File: src/rtl/viterbi_codec_k3.sv
// viterbi_codec_k3
// Rate-1/2, constraint-length-3 convolutional encoder (generators 7,5 octal)
// and a matching hard-decision Viterbi decoder using register exchange.
// The encoder and decoder halves share only clock and reset; the channel
// (and any error injection) sits between enc_d_out and dec_d_in.
module viterbi_codec_k3 #(
  parameter int TB_DEPTH = 16,  // survivor length, also decoder latency
  parameter int METRIC_W = 8,   // unsigned path-metric width
  parameter int INIT_BAD = 16   // reset metric of the non-zero states
) (
  input  logic       clk,
  input  logic       rst,
  input  logic       enc_enable_i,
  input  logic       enc_d_in,
  output logic       enc_valid_o,
  output logic [1:0] enc_d_out,
  input  logic       dec_enable,
  input  logic [1:0] dec_d_in,
  output logic       dec_d_out,
  output logic       dec_valid_o
);

  localparam int NSTATES = 4;
  // Candidates carry two extra bits so PM + BM can never wrap before
  // normalization and saturation are applied.
  localparam int CAND_W = METRIC_W + 2;
  localparam int CNT_W  = $clog2(TB_DEPTH + 1);

  localparam logic [CAND_W-1:0]   PM_SAT   = {2'b00, {METRIC_W{1'b1}}};
  localparam logic [METRIC_W-1:0] PM_SAT_M = {METRIC_W{1'b1}};
  localparam logic [METRIC_W-1:0] PM_BAD   = METRIC_W'(INIT_BAD);
  localparam logic [CNT_W-1:0]    CNT_FULL = CNT_W'(TB_DEPTH);

  // --------------------------------------------------------------------
  // Encoder
  // --------------------------------------------------------------------
  // sr_reg[1] is the previous information bit, sr_reg[0] the one before.
  logic [1:0] sr_reg;
  logic [1:0] enc_sym_reg;
  logic       enc_valid_reg;
  logic [1:0] enc_sym_next;

  // Generator taps: g0 = 1+D+D^2 (7), g1 = 1+D^2 (5).
  always_comb begin
    enc_sym_next = {enc_d_in ^ sr_reg[1] ^ sr_reg[0], enc_d_in ^ sr_reg[0]};
  end

  // Accept a bit when enabled; otherwise hold state and drop valid.
  always_ff @(posedge clk or negedge rst) begin
    if (!rst) begin
      sr_reg        <= 2'b00;
      enc_sym_reg   <= 2'b00;
      enc_valid_reg <= 1'b0;
    end else if (enc_enable_i) begin
      sr_reg        <= {enc_d_in, sr_reg[1]};
      enc_sym_reg   <= enc_sym_next;
      enc_valid_reg <= 1'b1;
    end else begin
      enc_valid_reg <= 1'b0;
    end
  end

  assign enc_d_out   = enc_sym_reg;
  assign enc_valid_o = enc_valid_reg;

  // --------------------------------------------------------------------
  // Decoder
  // --------------------------------------------------------------------
  // Trellis state s = {s1, s0} mirrors the encoder shift register, so an
  // input bit b moves state {s1, s0} to {b, s1}.
  logic [METRIC_W-1:0] pm_reg    [NSTATES];
  logic [METRIC_W-1:0] pm_next   [NSTATES];
  logic [TB_DEPTH-1:0] surv_reg  [NSTATES];
  logic [TB_DEPTH-1:0] surv_next [NSTATES];
  logic [CAND_W-1:0]   cand      [NSTATES];
  logic [CAND_W-1:0]   norm      [NSTATES];
  logic [CAND_W-1:0]   cand_min;
  logic [CNT_W-1:0]    cnt_reg;
  logic                dec_bit_reg;
  logic                dec_valid_reg;
  logic [METRIC_W-1:0] best_pm;
  logic [1:0]          best_idx;
  logic                best_bit;

  // Hamming distance between an expected and a received 2-bit symbol.
  function automatic logic [1:0] branch_metric(input logic [1:0] expected,
                                               input logic [1:0] received);
    logic [1:0] diff;
    diff = expected ^ received;
    return {1'b0, diff[1]} + {1'b0, diff[0]};
  endfunction

  // One add-compare-select unit per next state ns = {b, x}. Its two
  // predecessors are {x,0} and {x,1}; the expected symbols on those
  // branches are fixed per state and folded into constants.
  genvar gi;
  generate
    for (gi = 0; gi < NSTATES; gi++) begin : g_acs
      localparam logic       B    = 1'(gi >> 1);
      localparam logic       X    = 1'(gi & 1);
      localparam int         P0   = 2 * (gi & 1);
      localparam int         P1   = P0 + 1;
      localparam logic [1:0] EXP0 = {B ^ X, B};
      localparam logic [1:0] EXP1 = {~(B ^ X), ~B};

      logic [1:0]          bm0;
      logic [1:0]          bm1;
      logic [CAND_W-1:0]   cand0;
      logic [CAND_W-1:0]   cand1;
      logic                take1;
      logic [TB_DEPTH-1:0] win_surv;

      assign bm0   = branch_metric(EXP0, dec_d_in);
      assign bm1   = branch_metric(EXP1, dec_d_in);
      assign cand0 = CAND_W'(pm_reg[P0]) + CAND_W'(bm0);
      assign cand1 = CAND_W'(pm_reg[P1]) + CAND_W'(bm1);

      // Strict compare: a tie keeps the {x,0} predecessor.
      assign take1    = (cand1 < cand0);
      assign cand[gi] = take1 ? cand1 : cand0;
      assign win_surv = take1 ? surv_reg[P1] : surv_reg[P0];

      // Register exchange: inherit the winner's history, append b as LSB.
      assign surv_next[gi] = {win_surv[TB_DEPTH-2:0], B};

      // Normalize against the smallest new candidate, then clamp.
      assign norm[gi]    = cand[gi] - cand_min;
      assign pm_next[gi] = (norm[gi] > PM_SAT) ? PM_SAT_M : norm[gi][METRIC_W-1:0];
    end
  endgenerate

  // Minimum of the four new candidates, used to keep metrics small.
  always_comb begin
    cand_min = cand[0];
    for (int i = 1; i < NSTATES; i++) begin
      if (cand[i] < cand_min) begin
        cand_min = cand[i];
      end
    end
  end

  // Best current state (lowest index on ties) supplies the output bit.
  always_comb begin
    best_pm  = pm_reg[0];
    best_idx = 2'd0;
    for (int i = 1; i < NSTATES; i++) begin
      if (pm_reg[i] < best_pm) begin
        best_pm  = pm_reg[i];
        best_idx = 2'(i);
      end
    end
  end

  assign best_bit = surv_reg[best_idx][TB_DEPTH-1];

  // Advance the trellis one symbol per enabled edge; idle edges hold all
  // decoder state so gaps in the symbol stream are transparent.
  always_ff @(posedge clk or negedge rst) begin
    if (!rst) begin
      pm_reg[0]   <= '0;
      surv_reg[0] <= '0;
      for (int i = 1; i < NSTATES; i++) begin
        pm_reg[i]   <= PM_BAD;
        surv_reg[i] <= '0;
      end
      cnt_reg       <= '0;
      dec_bit_reg   <= 1'b0;
      dec_valid_reg <= 1'b0;
    end else if (dec_enable) begin
      for (int i = 0; i < NSTATES; i++) begin
        pm_reg[i]   <= pm_next[i];
        surv_reg[i] <= surv_next[i];
      end
      dec_bit_reg   <= best_bit;
      dec_valid_reg <= (cnt_reg == CNT_FULL);
      if (cnt_reg != CNT_FULL) begin
        cnt_reg <= cnt_reg + 1'b1;
      end
    end else begin
      dec_valid_reg <= 1'b0;
    end
  end

  assign dec_d_out   = dec_bit_reg;
  assign dec_valid_o = dec_valid_reg;

endmodule

File: config.mk
export PLATFORM = sky130hd
export DESIGN_NAME = viterbi_codec_k3
export DESIGN_NICKNAME = d
export VERILOG_FILES = /design/src/rtl/viterbi_codec_k3.sv
export SDC_FILE = /design/constraint.sdc
export NUM_CORES = 1
export LEC_CHECK = 0
export ABC_AREA = 0
export CORE_MARGIN = 2
export CORE_UTILIZATION = 40
export DETAILED_ROUTE_END_ITERATION = 12
export GPL_TIMING_DRIVEN = 1
export PLACE_DENSITY_LB_ADDON = 0.2
export SLEW_MARGIN = 25
export SYNTH_ARGS = -nofsm -noshare
export SYNTH_HDL_FRONTEND = slang
export SYNTH_SLANG_ARGS = --single-unit
export TNS_END_PERCENT = 20
File: constraint.sdc
create_clock -name clk -period 17.2 [get_ports clk]
set_clock_uncertainty 0.2 [all_clocks]
set_input_delay 3.44 -clock clk [delete_from_list [all_inputs] [get_ports clk]]
set_output_delay 3.44 -clock clk [all_outputs]
set_load 0.02 [all_outputs]
# == Yosys cells after proc, flatten, opt, wreduce, memory -nomap -nowiden ==
# Cells that the tools add are included.
# classes
muxes,25
n_addsub,17
reduce_logical,1
eq_ne,2
bitwise_logic,7
order_cmp,15
# ops
op,count
adder 8 x 2 -> 9 bit,8
2-to-1 mux 15 bit,4
2-to-1 mux 8 bit,6
< comparator 9 bit,5
> comparator 10 x 8 -> 1 bit (second input constant),4
subtractor 9 x 10 -> 10 bit,4
2-to-1 mux 9 bit,4
binary-select mux 16 bit (select 2 bit),1
2-to-1 mux 16 bit,2
2-to-1 mux 10 bit,3
< comparator 8 bit,3
< comparator 9 x 10 -> 1 bit,2
adder 1 x 1 -> 2 bit,4
adder 5 x 1 -> 5 bit (second input constant),1
equality test 5 bit (second input constant),1
inequality test 5 bit (second input constant),1
2-to-1 mux 2 bit,2
>= comparator 3 bit (second input constant),1
2-to-1 mux 1 bit,3
NOT 2 -> 3 bit,1
XOR 1 bit,3
NOT 1 bit,2
NOT 2 bit,1
AND reduction 2 bit,1
# totals
regBits,106
elab_cells,81

# == Longest topological paths before layout ==
# depth
word_depth,14
mapped_depth,74
depth_no_buf,70

# == Worst setup path before layout ==
# Ideal clock, no wire load.
# synth_timing
path_kind,input port to flip-flop
from,input port dec_d_in[0]
to,register pm_reg[19] in the netlist's numbering
required_ns,16.879
n_path_buf,5
path_stages,70
setup_ns,0.121
slack_ns,1.219
t_arrival_ns,15.660
path_cell_list,inv_1 -> ha_1 -> inv_1 -> ha_1 -> nor2b_1 -> o21ai_0 -> a21boi_0 -> inv_1 -> nor2_1 -> xnor2_1 -> ha_1 -> nand2_1 -> nor2_1 -> o2111ai_2 -> o211ai_2 -> clkbuf_1 -> mux2i_1 -> ha_1 -> (+34 left out) -> a211oi_4 -> a21oi_1 -> clkbuf_1 -> a211oi_1 -> a21oi_1 -> ha_1 -> inv_1 -> fa_1 -> a21o_1 -> a21oi_1 -> o21bai_1 -> a21oi_1 -> nor2b_1 -> o21ai_0 -> mux2i_1 -> o21ai_0 -> nand2_1 -> o22a_1
# synth_between
elab_chain_cells,14
# synth_lines
item,line,source
start: declaration,18,"input logic [1:0] dec_d_in,"
NOT 1 bit (no source line) / NOT 2 bit (equally long branches),-,
adder 1 x 1 -> 2 bit,90,"return {1'b0, diff[1]} + {1'b0, diff[0]};"
adder 8 x 2 -> 9 bit,116,assign cand1 = CAND_W'(pm_reg[P1]) + CAND_W'(bm1);
< comparator 9 bit,119,assign take1 = (cand1 < cand0);
2-to-1 mux 9 bit,120,assign cand[gi] = take1 ? cand1 : cand0;
< comparator 9 bit,136,if (cand[i] < cand_min) begin
2-to-1 mux 10 bit,136,
< comparator 9 x 10 -> 1 bit,136,
2-to-1 mux 10 bit,136,
< comparator 9 x 10 -> 1 bit,136,
2-to-1 mux 10 bit,136,
subtractor 9 x 10 -> 10 bit *,127,assign norm[gi] = cand[gi] - cand_min;
> comparator 10 x 8 -> 1 bit,128,assign pm_next[gi] = (norm[gi] > PM_SAT) ? PM_SAT_M : norm[gi][METRIC_W-1:0];
2-to-1 mux 8 bit *,128,
end signal: indexed assignment,171,pm_reg[i] <= pm_next[i];
end: declaration,71,logic [METRIC_W-1:0] pm_reg [NSTATES];
# Every way passes the cells marked *; elsewhere a longest branch is shown, timed or not.
# A chain may end at the register's enable or synchronous reset.

# == Final worst setup path ==
# layout_timing
from,input port dec_d_in[1]
to,register pm_reg[7] in the netlist's numbering
# layout_between
elab_chain_cells,14
# layout_lines
item,line
NOT 1 bit (no source line) / NOT 2 bit (equally long branches),-
adder 1 x 1 -> 2 bit,90
adder 8 x 2 -> 9 bit (on tied branches),"115, 116"
< comparator 9 bit,119
2-to-1 mux 9 bit,120
< comparator 9 bit,136
2-to-1 mux 10 bit,136
< comparator 9 x 10 -> 1 bit,136
2-to-1 mux 10 bit,136
< comparator 9 x 10 -> 1 bit,136
2-to-1 mux 10 bit,136
subtractor 9 x 10 -> 10 bit *,127
> comparator 10 x 8 -> 1 bit,128
2-to-1 mux 8 bit *,128
# Marks and branches as above.

==> parameters.txt <==
Parameter                              Value

Worst setup path
  CP dominant cell by count    ha_1
  Worst flop-to-flop path endpoint    pm_reg[7]$_DFFE_PN0P_
  Capture point of the critical path    pm_reg[7]$_DFFE_PN0P_
  Reg-to-reg slack, setup    about 4.6 ns
  Critical Path Sink Type    flip-flop
  Worst endpoint required time    17.23 ns
  Worst path depth    63
  Startpoint of the worst-slack reg-to-reg timing path    pm_reg[16]$_DFFE_PN0P_
  Arrival time of the worst setup path    between 15 and 20 ns
  Critical Path Start    dec_d_in[1]
  Kind of cell with the highest combined delay on the critical path    compound AO/OA/AOI/OAI gates
  CP max stage delay    0.59 ns
  Worst path bufs/invs    6
  Worst-case reg-to-reg path depth    60
  Slowest cell on the critical path    clkdlybuf4s50_1
  Largest driver fanout on the critical path    15
  Crit start category    input pin
  Critical Setup Path Class    input pin to flip-flop

Floorplan
  DIE HEIGHT    167 µm
  Area of the die    27700 µm²
  Boundary Pins    12
  Row count    59
  Core area    26000 µm²
  Die Span X    167 µm
  Starting utilization of the core area    40.7%

Yosys
  Dominant cell by count in the synthesized netlist    nor2_1
  Post-synth EDFFs    0
  Leading area contributor after synthesis    dfrtp_1
  Fraction of post-synthesis cell area in the top cell type by area    23.7%
  Synthesized instance count    1288
  Top cells by instance count after synthesis    nor2_1, ha_1, a21oi_1, dfrtp_1, nand2_1
  Post-Synthesis Net Count    around 1400
  Top post-synthesis cells by area    dfrtp_1, ha_1, mux2i_1
  Area of the mapped netlist    ~11000 µm²
  Count of state elements after synthesis    just over 100
  Number of different library cells in the post-synthesis netlist    87
  Xor-xnor portion of the synthesized cell area    between 7 and 8%
  Sequential cell area fraction in the yosys report    about a quarter
  Number of synthesis warnings    0
  Synthesized-area fraction occupied by ao, oa, aoi and oai cells    approximately a quarter
  Dominant register cell in the synthesized netlist    dfrtp_1
  Multiplexer fraction of the synthesized cell area    7.20%
  Post-synthesis adder-cell area fraction    between 10% and 20%
  FFs w/ async S/R, synth    between 90% and 100%
  Post-Synth Simple-Gate Area    17.7%
  Mean instance size in the synthesized netlist    8.20 µm²
  Main combinational cell family by area after synthesis    compound AO/OA/AOI/OAI gates

Timing
  Max-slew violations    0
  Worst Tran Pin Value    0.931 ns
  Max-slew headroom at the worst pin    36.2%
  Max frequency    60.9 MHz
  Post-route minimum period    16.41 ns
  Final Hold Vio Count    0
  Share of the cycle needed by the critical path after routing    95.4%
  Final setup vio count    0

Final layout
  Share of final-layout standard cells stronger than drive strength 1    between 6 and 7%
  Net count, final    1406
  Final-layout fill cell count    2625
  Post-route standard cell area excluding fillers    between 10000 and 15000 µm²
  Area growth from synthesis to layout    7.76%
  Largest register FFs    59
  Number of diodes    0

Global routing
  Total routing resource utilization after global routing    22.0%
  Gr ovfl total    0
  Pin count of the biggest net entering global routing    105
  Wire length of the first global-routing pass    between 40000 and 50000 µm
  Vias in the first global route    8678
  Initial antenna violation count    0

CTS
  Depth of the CTS H-tree    3
  Buffer count from post-CTS setup fixing    0
  TritonCTS clock tree    done
  Count of clock tree sinks    between 100 and 150
  Clock edge transition at the registers on the reported setup and hold paths    0.08 ns
  Clock Latency Late Sink    0.36 ns
  Largest buffer count on any clock path    2
  Clock buffer count from CTS    9
  Root Buffer Master    clkbuf_16

Run status
  Outcome    complete, no violations

Detailed routing
  Number of routed nets with antenna violations    0
  Number of design rule violations left after detail routing    0
  Detail-routed net length per standard cell    about 19 µm
  Total number of vias    9337
  Starting DRC count in detailed routing    630
  Vias per cell    5.78
  Drt pass-1 iters    5
  Detailed-route wire length    around 31000 µm

Worst hold path
  Min-Delay Startpoint    cnt_reg[4]$_DFFE_PN0P_
  Worst Hold Class    flip-flop to flip-flop

Placed design
  Placed standard-cell area    11000 µm²
  Count of input and output buffers    11
  Half-perimeter wire length of the detailed placement result    24300 µm
  Routability congestion estimate from global placement    between 0.9 and 1

Job
  Reported max-cap violation count    0
[layer usage]
metal,GRT usage (%),up-vias,routed length [µm]
met1,31.3,4368,14400
met2,34.6,273,13700
met5,0,-,0
met3,2.90,63,1790
li1,-,4633,-
met4,7.12,0,955
[kinds of logic after synthesis]
family | after synthesis
AOI/OAI and AO/OA | 375
xor gates and xnor gates | 85
adders and majority gates | 126
muxes | 75
DFF | 103
and+or+nand+nor | 398
buffers and inverters | 126
[placed cells by master (no fill, tap or decap), types with 5 or more instances in the layout]
| cell type | Yosys | final |
|---|---|---|
| xnor2_1 | 48 | 48 |
| a2111oi_0 | 5 | 5 |
| and3_1 | 10 | 10 |
| a21oi_1 | 120 | 116 |
| a21o_1 | 29 | 28 |
| nor3_1 | 16 | 16 |
| or3_1 | 7 | 7 |
| o22a_1 | 24 | 24 |
| nand2b_1 | 18 | 18 |
| a31oi_1 | 20 | 20 |
| nand2_1 | 97 | 96 |
| clkdlybuf4s50_1 | 0 | 9 |
| nor2_1 | 152 | 149 |
| xor2_1 | 36 | 36 |
| dfrtp_1 | 100 | 100 |
| or2_2 | 6 | 6 |
| a21oi_2 | 3 | 6 |
| o31ai_1 | 6 | 5 |
| nand3_1 | 24 | 24 |
| ha_1 | 123 | 123 |
| o21ai_0 | 57 | 54 |
| mux2i_1 | 67 | 65 |
| and2_1 | 13 | 13 |
| nand4_1 | 13 | 13 |
| a211oi_1 | 12 | 11 |
| o211ai_1 | 14 | 14 |
| o21ai_1 | 5 | 8 |
| nand3b_1 | 6 | 6 |
| nor2b_1 | 16 | 16 |
| o21a_1 | 17 | 17 |
| mux2_2 | 7 | 7 |
| clkbuf_16 | 0 | 9 |
| inv_1 | 70 | 70 |
| buf_4 | 1 | 21 |
[how the worst min path moves through the flow]
stage / end / slack (ns) / depth (start not counted)
after floorplan: cnt_reg[4]$_DFFE_PN0P_ / 0.24 / 1
after global placement: surv_reg[0]$_DFFE_PN0P_ / 0.25 / 1
after detailed placement: cnt_reg[4]$_DFFE_PN0P_ / 0.26 / 1
after CTS: cnt_reg[4]$_DFFE_PN0P_ / 0.27 / 1
after global routing: surv_reg[0]$_DFFE_PN0P_ / 0.31 / 1
final: cnt_reg[4]$_DFFE_PN0P_ / 0.27 / 1
[through the flow]
stage	util [%]	TNS, ns	worst slack [ns]	hold WS (ns)	instances
2_1_floorplan	-	0	1.22	0.238	1288
3_3_place_gp	42.4	0	0.282	0.250	1599
3_5_place_dp	42.4	0	0.0702	0.258	1599
4_1_cts	43.6	0	0.402	0.272	1615
5_1_grt	43.8	-0.00240	-0.00240	0.305	1615
6_report	43.8	0	0.788	0.273	1615
[cell type report]
type                    instances  area (µm²)  share of cell area [%]
multi-input cells            1059        7560                    66.4
flip-flops and latches        103        2580                    22.7
clock buffers                  10         229                    2.01
inverters                      71         267                    2.34
repair buffers                 31         263                    2.31
well taps                     335         419                    3.68
clock inverters                 6        61.3                   0.539
[what timing repair did]
item / in CTS / in global routing
endpoints found under the setup margin: 0 / 32
gates resized for setup: 0 / 18
hold buffers: 0 / 0
[worst reg2reg max path: cells and delay by family (launching register included)]
family                   cells  cell delay (ns)
AO/OA/AOI/OAI               32             6.62
multiplexers                 1             0.17
flip-flops                   1             0.40
XOR/XNOR                     1             0.25
buffers and inverters        4             0.48
AND/OR/NAND/NOR             15             2.24
adder cells (fa/ha/maj)      7             2.10
Power is not shown: default switching activity piles up to over one toggle a cycle in this logic, so the estimate is an artifact.
